[config.mk]
export PLATFORM = sky130hd
export DESIGN_NAME = dcd_var_scan_flat
export DESIGN_NICKNAME = d
export VERILOG_FILES = /design/src/rtl/dcd_var_scan_if.sv /design/src/rtl/dcd_var_scan.sv /design/src/flat_wrapper.sv
export SDC_FILE = /design/constraint.sdc
export NUM_CORES = 1
export LEC_CHECK = 0
export CAP_MARGIN = 30
export CELL_PAD_IN_SITES_DETAIL_PLACEMENT = 1
export CELL_PAD_IN_SITES_GLOBAL_PLACEMENT = 2
export CORE_MARGIN = 3
export CORE_UTILIZATION = 33
export CTS_CLUSTER_DIAMETER = 120
export DETAILED_ROUTE_END_ITERATION = 10
export GPL_ROUTABILITY_DRIVEN = 0
export PLACE_DENSITY_LB_ADDON = 0.1
export SETUP_SLACK_MARGIN = 0.3
export SLEW_MARGIN = 20
export SYNTH_ARGS = -nofsm -noshare
export SYNTH_HDL_FRONTEND = slang
export SYNTH_SLANG_ARGS = --single-unit
[constraint.sdc]
create_clock -name clk -period 8.8 [get_ports clk]
set_clock_uncertainty 0.1 [all_clocks]
set_input_delay 2.2 -clock clk [delete_from_list [all_inputs] [get_ports clk]]
set_output_delay 2.2 -clock clk [all_outputs]
set_load 0.02 [all_outputs]
[src/rtl/dcd_var_scan_if.sv]
// Request/result bundle for the chunked decision-variable scanner.
// The master drives start/value/skip; the slave (scanner) returns status and results.
interface dcd_var_scan_if #(
  parameter int NUM   = 32,
  parameter int WIDTH = 3,
  parameter int CNT_W = $clog2(NUM + 1),
  parameter int IDX_W = $clog2(NUM)
);
  logic                 start_i;
  logic [NUM*WIDTH-1:0] value_i;
  logic [CNT_W-1:0]     skip_i;
  logic                 busy_o;
  logic                 done_o;
  logic                 found_o;
  logic [NUM-1:0]       index_o;
  logic [IDX_W-1:0]     index_bin_o;
  logic [CNT_W-1:0]     free_cnt_o;

  modport master (
    output start_i, value_i, skip_i,
    input  busy_o, done_o, found_o, index_o, index_bin_o, free_cnt_o
  );

  modport slave (
    input  start_i, value_i, skip_i,
    output busy_o, done_o, found_o, index_o, index_bin_o, free_cnt_o
  );
endinterface

[src/rtl/dcd_var_scan.sv]
// Multi-cycle free-variable selector: walks a captured snapshot CHUNK variables per cycle.
// Optional macro DCD_SCAN_ROTATE_EN enables skip_i (rank selection); otherwise the first free variable wins.
module dcd_var_scan #(
  parameter int NUM   = 32,
  parameter int WIDTH = 3,
  parameter int CHUNK = 8,
  parameter int CNT_W = $clog2(NUM + 1),
  parameter int IDX_W = $clog2(NUM)
) (
  input  logic           clk,
  input  logic           rst_n,
  dcd_var_scan_if.slave  bus
);

  localparam int P       = NUM / CHUNK;
  localparam int PTR_W   = (P > 1) ? $clog2(P) : 1;
  localparam int SLICE_W = CHUNK * WIDTH;

  typedef enum logic [1:0] {
    S_IDLE = 2'd0,
    S_SCAN = 2'd1,
    S_DONE = 2'd2
  } state_t;

  state_t               state_q, state_d;
  logic [PTR_W-1:0]     ptr_q, ptr_d;
  logic [CNT_W-1:0]     cnt_q, cnt_d;
  logic [NUM*WIDTH-1:0] snap_q, snap_d;
  logic                 hit_q, hit_d;
  logic [IDX_W-1:0]     hit_idx_q, hit_idx_d;

  logic                 found_q, found_d;
  logic [NUM-1:0]       index_q, index_d;
  logic [IDX_W-1:0]     bin_q, bin_d;
  logic [CNT_W-1:0]     free_q, free_d;

  logic [CNT_W-1:0]     skip_eff;

`ifdef DCD_SCAN_ROTATE_EN
  logic [CNT_W-1:0]     skip_q, skip_d;
  assign skip_eff = skip_q;
`else
  logic                 unused_skip;
  assign skip_eff    = '0;
  assign unused_skip = ^bus.skip_i;
`endif

  // Decode slice: ripple the running count through one chunk, lowest index first.
  logic [SLICE_W-1:0]   slice_w;
  logic [CNT_W-1:0]     slice_cnt;
  logic                 slice_hit;
  logic [IDX_W-1:0]     slice_idx;

  always_comb begin
    slice_w   = snap_q[int'(ptr_q)*SLICE_W +: SLICE_W];
    slice_cnt = cnt_q;
    slice_hit = hit_q;
    slice_idx = hit_idx_q;
    for (int i = 0; i < CHUNK; i++) begin
      if (slice_w[i*WIDTH +: 2] == 2'b00) begin
        if (!slice_hit && (slice_cnt == skip_eff)) begin
          slice_hit = 1'b1;
          slice_idx = IDX_W'(int'(ptr_q) * CHUNK + i);
        end
        slice_cnt = slice_cnt + CNT_W'(1);
      end
    end
  end

  always_comb begin
    state_d   = state_q;
    ptr_d     = ptr_q;
    cnt_d     = cnt_q;
    snap_d    = snap_q;
    hit_d     = hit_q;
    hit_idx_d = hit_idx_q;
    found_d   = found_q;
    index_d   = index_q;
    bin_d     = bin_q;
    free_d    = free_q;
`ifdef DCD_SCAN_ROTATE_EN
    skip_d    = skip_q;
`endif
    case (state_q)
      S_IDLE, S_DONE: begin
        state_d = S_IDLE;
        if (bus.start_i) begin
          state_d   = S_SCAN;
          snap_d    = bus.value_i;
          ptr_d     = '0;
          cnt_d     = '0;
          hit_d     = 1'b0;
          hit_idx_d = '0;
`ifdef DCD_SCAN_ROTATE_EN
          skip_d    = bus.skip_i;
`endif
        end
      end
      S_SCAN: begin
        cnt_d     = slice_cnt;
        hit_d     = slice_hit;
        hit_idx_d = slice_idx;
        ptr_d     = ptr_q + PTR_W'(1);
        if (ptr_q == PTR_W'(P - 1)) begin
          state_d = S_DONE;
`ifdef DCD_SCAN_ROTATE_EN
          found_d = slice_hit;
`else
          found_d = (slice_cnt != '0);
`endif
          index_d = slice_hit ? (NUM'(1) << slice_idx) : '0;
          bin_d   = slice_hit ? slice_idx : '0;
          free_d  = slice_cnt;
        end
      end
      default: state_d = S_IDLE;
    endcase
  end

  always_ff @(posedge clk or negedge rst_n) begin
    if (!rst_n) begin
      state_q   <= S_IDLE;
      ptr_q     <= '0;
      cnt_q     <= '0;
      snap_q    <= '0;
      hit_q     <= 1'b0;
      hit_idx_q <= '0;
      found_q   <= 1'b0;
      index_q   <= '0;
      bin_q     <= '0;
      free_q    <= '0;
`ifdef DCD_SCAN_ROTATE_EN
      skip_q    <= '0;
`endif
    end else begin
      state_q   <= state_d;
      ptr_q     <= ptr_d;
      cnt_q     <= cnt_d;
      snap_q    <= snap_d;
      hit_q     <= hit_d;
      hit_idx_q <= hit_idx_d;
      found_q   <= found_d;
      index_q   <= index_d;
      bin_q     <= bin_d;
      free_q    <= free_d;
`ifdef DCD_SCAN_ROTATE_EN
      skip_q    <= skip_d;
`endif
    end
  end

  assign bus.busy_o      = (state_q == S_SCAN);
  assign bus.done_o      = (state_q == S_DONE);
  assign bus.found_o     = found_q;
  assign bus.index_o     = index_q;
  assign bus.index_bin_o = bin_q;
  assign bus.free_cnt_o  = free_q;

endmodule

[src/flat_wrapper.sv]
// flat-port wrapper written by rule: the top's interface ports become plain ports
module dcd_var_scan_flat 
#(
  parameter int NUM   = 32,
  parameter int WIDTH = 3,
  parameter int CHUNK = 8,
  parameter int CNT_W = $clog2(NUM + 1),
  parameter int IDX_W = $clog2(NUM)
)
  (clk, rst_n, bus_start_i, bus_value_i, bus_skip_i, bus_busy_o, bus_done_o, bus_found_o, bus_index_o, bus_index_bin_o, bus_free_cnt_o);
  dcd_var_scan_if #(.NUM(NUM), .WIDTH(WIDTH), .CNT_W(CNT_W), .IDX_W(IDX_W)) bus_i ();
  input  logic clk;
  input  logic rst_n;
  input wire logic [$bits(bus_i.start_i)-1:0] bus_start_i;
  input wire logic [$bits(bus_i.value_i)-1:0] bus_value_i;
  input wire logic [$bits(bus_i.skip_i)-1:0] bus_skip_i;
  output wire logic [$bits(bus_i.busy_o)-1:0] bus_busy_o;
  output wire logic [$bits(bus_i.done_o)-1:0] bus_done_o;
  output wire logic [$bits(bus_i.found_o)-1:0] bus_found_o;
  output wire logic [$bits(bus_i.index_o)-1:0] bus_index_o;
  output wire logic [$bits(bus_i.index_bin_o)-1:0] bus_index_bin_o;
  output wire logic [$bits(bus_i.free_cnt_o)-1:0] bus_free_cnt_o;
  assign bus_i.start_i = bus_start_i;
  assign bus_i.value_i = bus_value_i;
  assign bus_i.skip_i = bus_skip_i;
  assign bus_busy_o = bus_i.busy_o;
  assign bus_done_o = bus_i.done_o;
  assign bus_found_o = bus_i.found_o;
  assign bus_index_o = bus_i.index_o;
  assign bus_index_bin_o = bus_i.index_bin_o;
  assign bus_free_cnt_o = bus_i.free_cnt_o;
  dcd_var_scan #(.NUM(NUM), .WIDTH(WIDTH), .CHUNK(CHUNK), .CNT_W(CNT_W), .IDX_W(IDX_W)) u_core (.clk(clk), .rst_n(rst_n), .bus(bus_i));
endmodule
==> summary.md <==
| Metric | Value |
|---|---|
| Status | `complete, no violations` |
| # rows | `54` |
| Diodes inserted | `0` |
| Worst Reg-to-Reg Cells | `27` |
| Global-route wire length before repair | `36.2 mm` |
| Crit path max fanout | `12` |
| EDFF count, synth | `0` |
| Vias | `6055` |
| Mapped Area | `7360 sq um` |
| Root cell of the clock tree | `clkbuf_16` |
| Io pins | `151` |
| Via count of the first global-routing pass | `6740` |
| CP Class | `register to register` |
| Most instantiated cells after synthesis | `dfrtp_1, mux2_2, nand2_1` |
| CTS tree | `built` |
| Initial antenna violation count | `0` |
| Inst Count DP | `1090` |
| Reg-to-reg critical path endpoint | `u_core.bus.index_o[18]` |
| Min Clock Period, post-route | `7.63 ns` |
| Area contributors post-synth | `dfrtp_1, mux2_2, nand2_1` |
| RSZ-0062 raised after global routing | `false` |
| Detail Route Antenna Nets | `0` |
| Crit path capture | `u_core.bus.index_o[18]` |
| Number of endpoints failing setup at the final stage | `0` |
| Syn Inst Count | `719` |
| HPWL Detailed | `16.5 mm` |
| CTS max path bufs | `2` |
| DR vias/cell | `5.39` |
| Yosys top cell by area | `dfrtp_1` |
| Post-DR wirelength/cell | `19.7 um` |
| Critical path origin | `u_core.ptr_q[1]` |
| Drt first pass iters | `4` |
| Slew Viols, Final | `0` |
| Layout cell share with drive strength beyond 1 | `20.3%` |
| CTS Hold Buffers Added | `0` |
| Total CTS buffers | `17` |
| Synth Area per Inst | `10.2 sq um` |
| Reg2Reg Setup Slack | `1.17 ns` |
| Async set-reset flop share out of synthesis | `100%` |
| Count leader, synth | `dfrtp_1` |
| Gr usage total | `18.8%` |
| Fmax | `131 MHz` |
| Cell variety after synth | `80` |
| CP endpoint kind | `register` |
| Final Net Count | `952` |
| Fillers | `2417` |
| Non-Filler Instances | `1123` |
| Final core occ | `43.0%` |
| Critical path launch point type | `register` |
| PortBufs | `112` |
| Crit path arrival time | `7.85 ns` |
| Sequential share of the synthesized area | `42.1%` |
| Area grow syn2layout | `27.9%` |
| GRT Residual Overflow | `0` |
| Gates resized, CTS repair | `0` |
| Initial DRC Count | `242` |
| Relative slew margins | `39.2%` |
| Largest net degree at the start of global routing | `77` |
| Max-cap violations | `0` |
| Ys flop type | `dfrtp_1` |
| Clk slew on worst S/H paths | `0.05 ns` |
| Worst Max-Slew Pin Slew | `0.901 ns` |
| Syn. warnings | `0` |
| Sequential cell area | `3100 sq um` |
| Total setup buffers inserted after CTS | `0` |
| Hold Crit Class | `register to register` |
| Core Area | `21900 sq um` |
| Later-pin clock latency in the skew report | `0.41 ns` |
| Worst Path Required | `9.01 ns` |
| Final hold violation count | `0` |
| Clock Sinks | `124` |
| Reg2Reg Launch Point | `u_core.ptr_q[1]` |
| H-tree Lvls | `4` |
| Die area | `24100 sq um` |
| Initial core utilization | `33.6%` |
| Multi-input logic area | `4030 sq um` |
| Die Ht | `155 um` |
| Die width | `155 um` |
| DRC violations left | `0` |
| Routed WL | `22.2 mm` |
| Number of synthesized register bits | `124` |
| Post-Syn Nets | `840` |
| Setup tns final | `0 ns` |
| Final period util | `86.8%` |
| Post-synth top area share | `42.1%` |
worst max-delay path, cell delays in order, from the launching register on:
cell	delay (ns)
dfrtp_1	0.38
inv_2	0.22
mux4_2	0.70
a21oi_1	0.25
inv_1	0.12
ha_1	0.36
nand2_1	0.06
mux2_2	0.33
o221ai_1	0.33
ha_1	0.31
mux2i_1	0.26
inv_1	0.08
ha_1	0.29
nand2_1	0.10
o21ai_0	0.16
ha_1	0.24
nand2_1	0.15
xnor2_1	0.16
xnor2_1	0.19
xnor2_1	0.21
a2111oi_4	0.46
xnor2_1	0.28
nand4_1	0.32
o31ai_1	0.41
nor3_1	0.16
nor2_1	0.38
o21ai_2	0.27
o31ai_1	0.27
area by class of cell:
| cell class | instances | area share (%) |
|---|---|---|
| Tap cell | 280 | 3.72 |
| Timing Repair Buffer | 123 | 13.0 |
| Inverter | 29 | 1.16 |
| Clock inverter | 10 | 1.50 |
| Sequential cell | 124 | 33.0 |
| Multi-Input combinational cell | 536 | 42.8 |
| Clock buffer | 21 | 4.89 |
per-stage QoR:
| step | hold WS [ns] | instance area [sq um] | setup slack [ns] |
|---|---|---|---|
| finish | 0.383 | 9420 | 1.17 |
| global placement | 0.371 | 8780 | 1.35 |
| detailed placement | 0.375 | 8780 | 1.23 |
| floorplan | 0.350 | 7360 | 2.35 |
| global route | 0.417 | 9420 | 0.638 |
| CTS | 0.391 | 9380 | 1.19 |
layer usage:
metal,track usage (%),wire length [um]
met1,23.7,9800
met2,32.2,11100
met3,4.20,892
met4,5.34,378
met5,0,0
state kept, by name, summed over array words and instances, names as in the netlist, 2 cells and up:
name                    cells
u_core.snap_q              64
u_core.bus.index_o         32
u_core.bus.free_cnt_o       6
u_core.cnt_q                6
u_core.bus.index_bin_o      5
u_core.hit_idx_q            5
u_core.ptr_q                2
u_core.state_q              2
placed cells by master (no fill, tap or decap), drive strengths merged, types with 9 or more instances in the layout:
| master | count |
|---|---|
| dfrtp | 124 |
| clkdlybuf4s50 | 111 |
| mux2 | 76 |
| nand2 | 75 |
| o21ai | 54 |
| nor2 | 52 |
| inv | 28 |
| xnor2 | 26 |
| nor3 | 25 |
| a21oi | 21 |
| clkbuf | 21 |
| ha | 16 |
| or2 | 16 |
| nand3 | 12 |
| buf | 12 |
| xor2 | 9 |
| o211ai | 9 |
cells by family after synthesis:
family,count (synthesis),share of synthesized area (%)
AND/OR/NAND/NOR,232,15.8
AO/OA/AOI/OAI,161,16.2
flip-flops,124,42.1
multiplexers,90,14.5
buffers and inverters,59,3.23
XOR/XNOR,36,5.23
adder cells (fa/ha/maj),17,2.85
how the worst min path moves through the flow:
stage                              from                       end  slack (ns)  cells after the start
2_1_floorplan       u_core.hit_idx_q[1]       u_core.hit_idx_q[1]        0.35                      2
3_3_place_gp        u_core.hit_idx_q[1]       u_core.hit_idx_q[1]        0.37                      2
3_5_place_dp   u_core.bus.free_cnt_o[4]  u_core.bus.free_cnt_o[4]        0.38                      2
4_1_cts             u_core.hit_idx_q[1]       u_core.hit_idx_q[1]        0.39                      2
5_1_grt             u_core.hit_idx_q[1]       u_core.hit_idx_q[1]        0.42                      2
6_report            u_core.hit_idx_q[0]       u_core.hit_idx_q[0]        0.38                      2
Power is left out: the tool's default activity adds up to more than one toggle a clock period on the data nets, which glitch-free logic cannot reach.
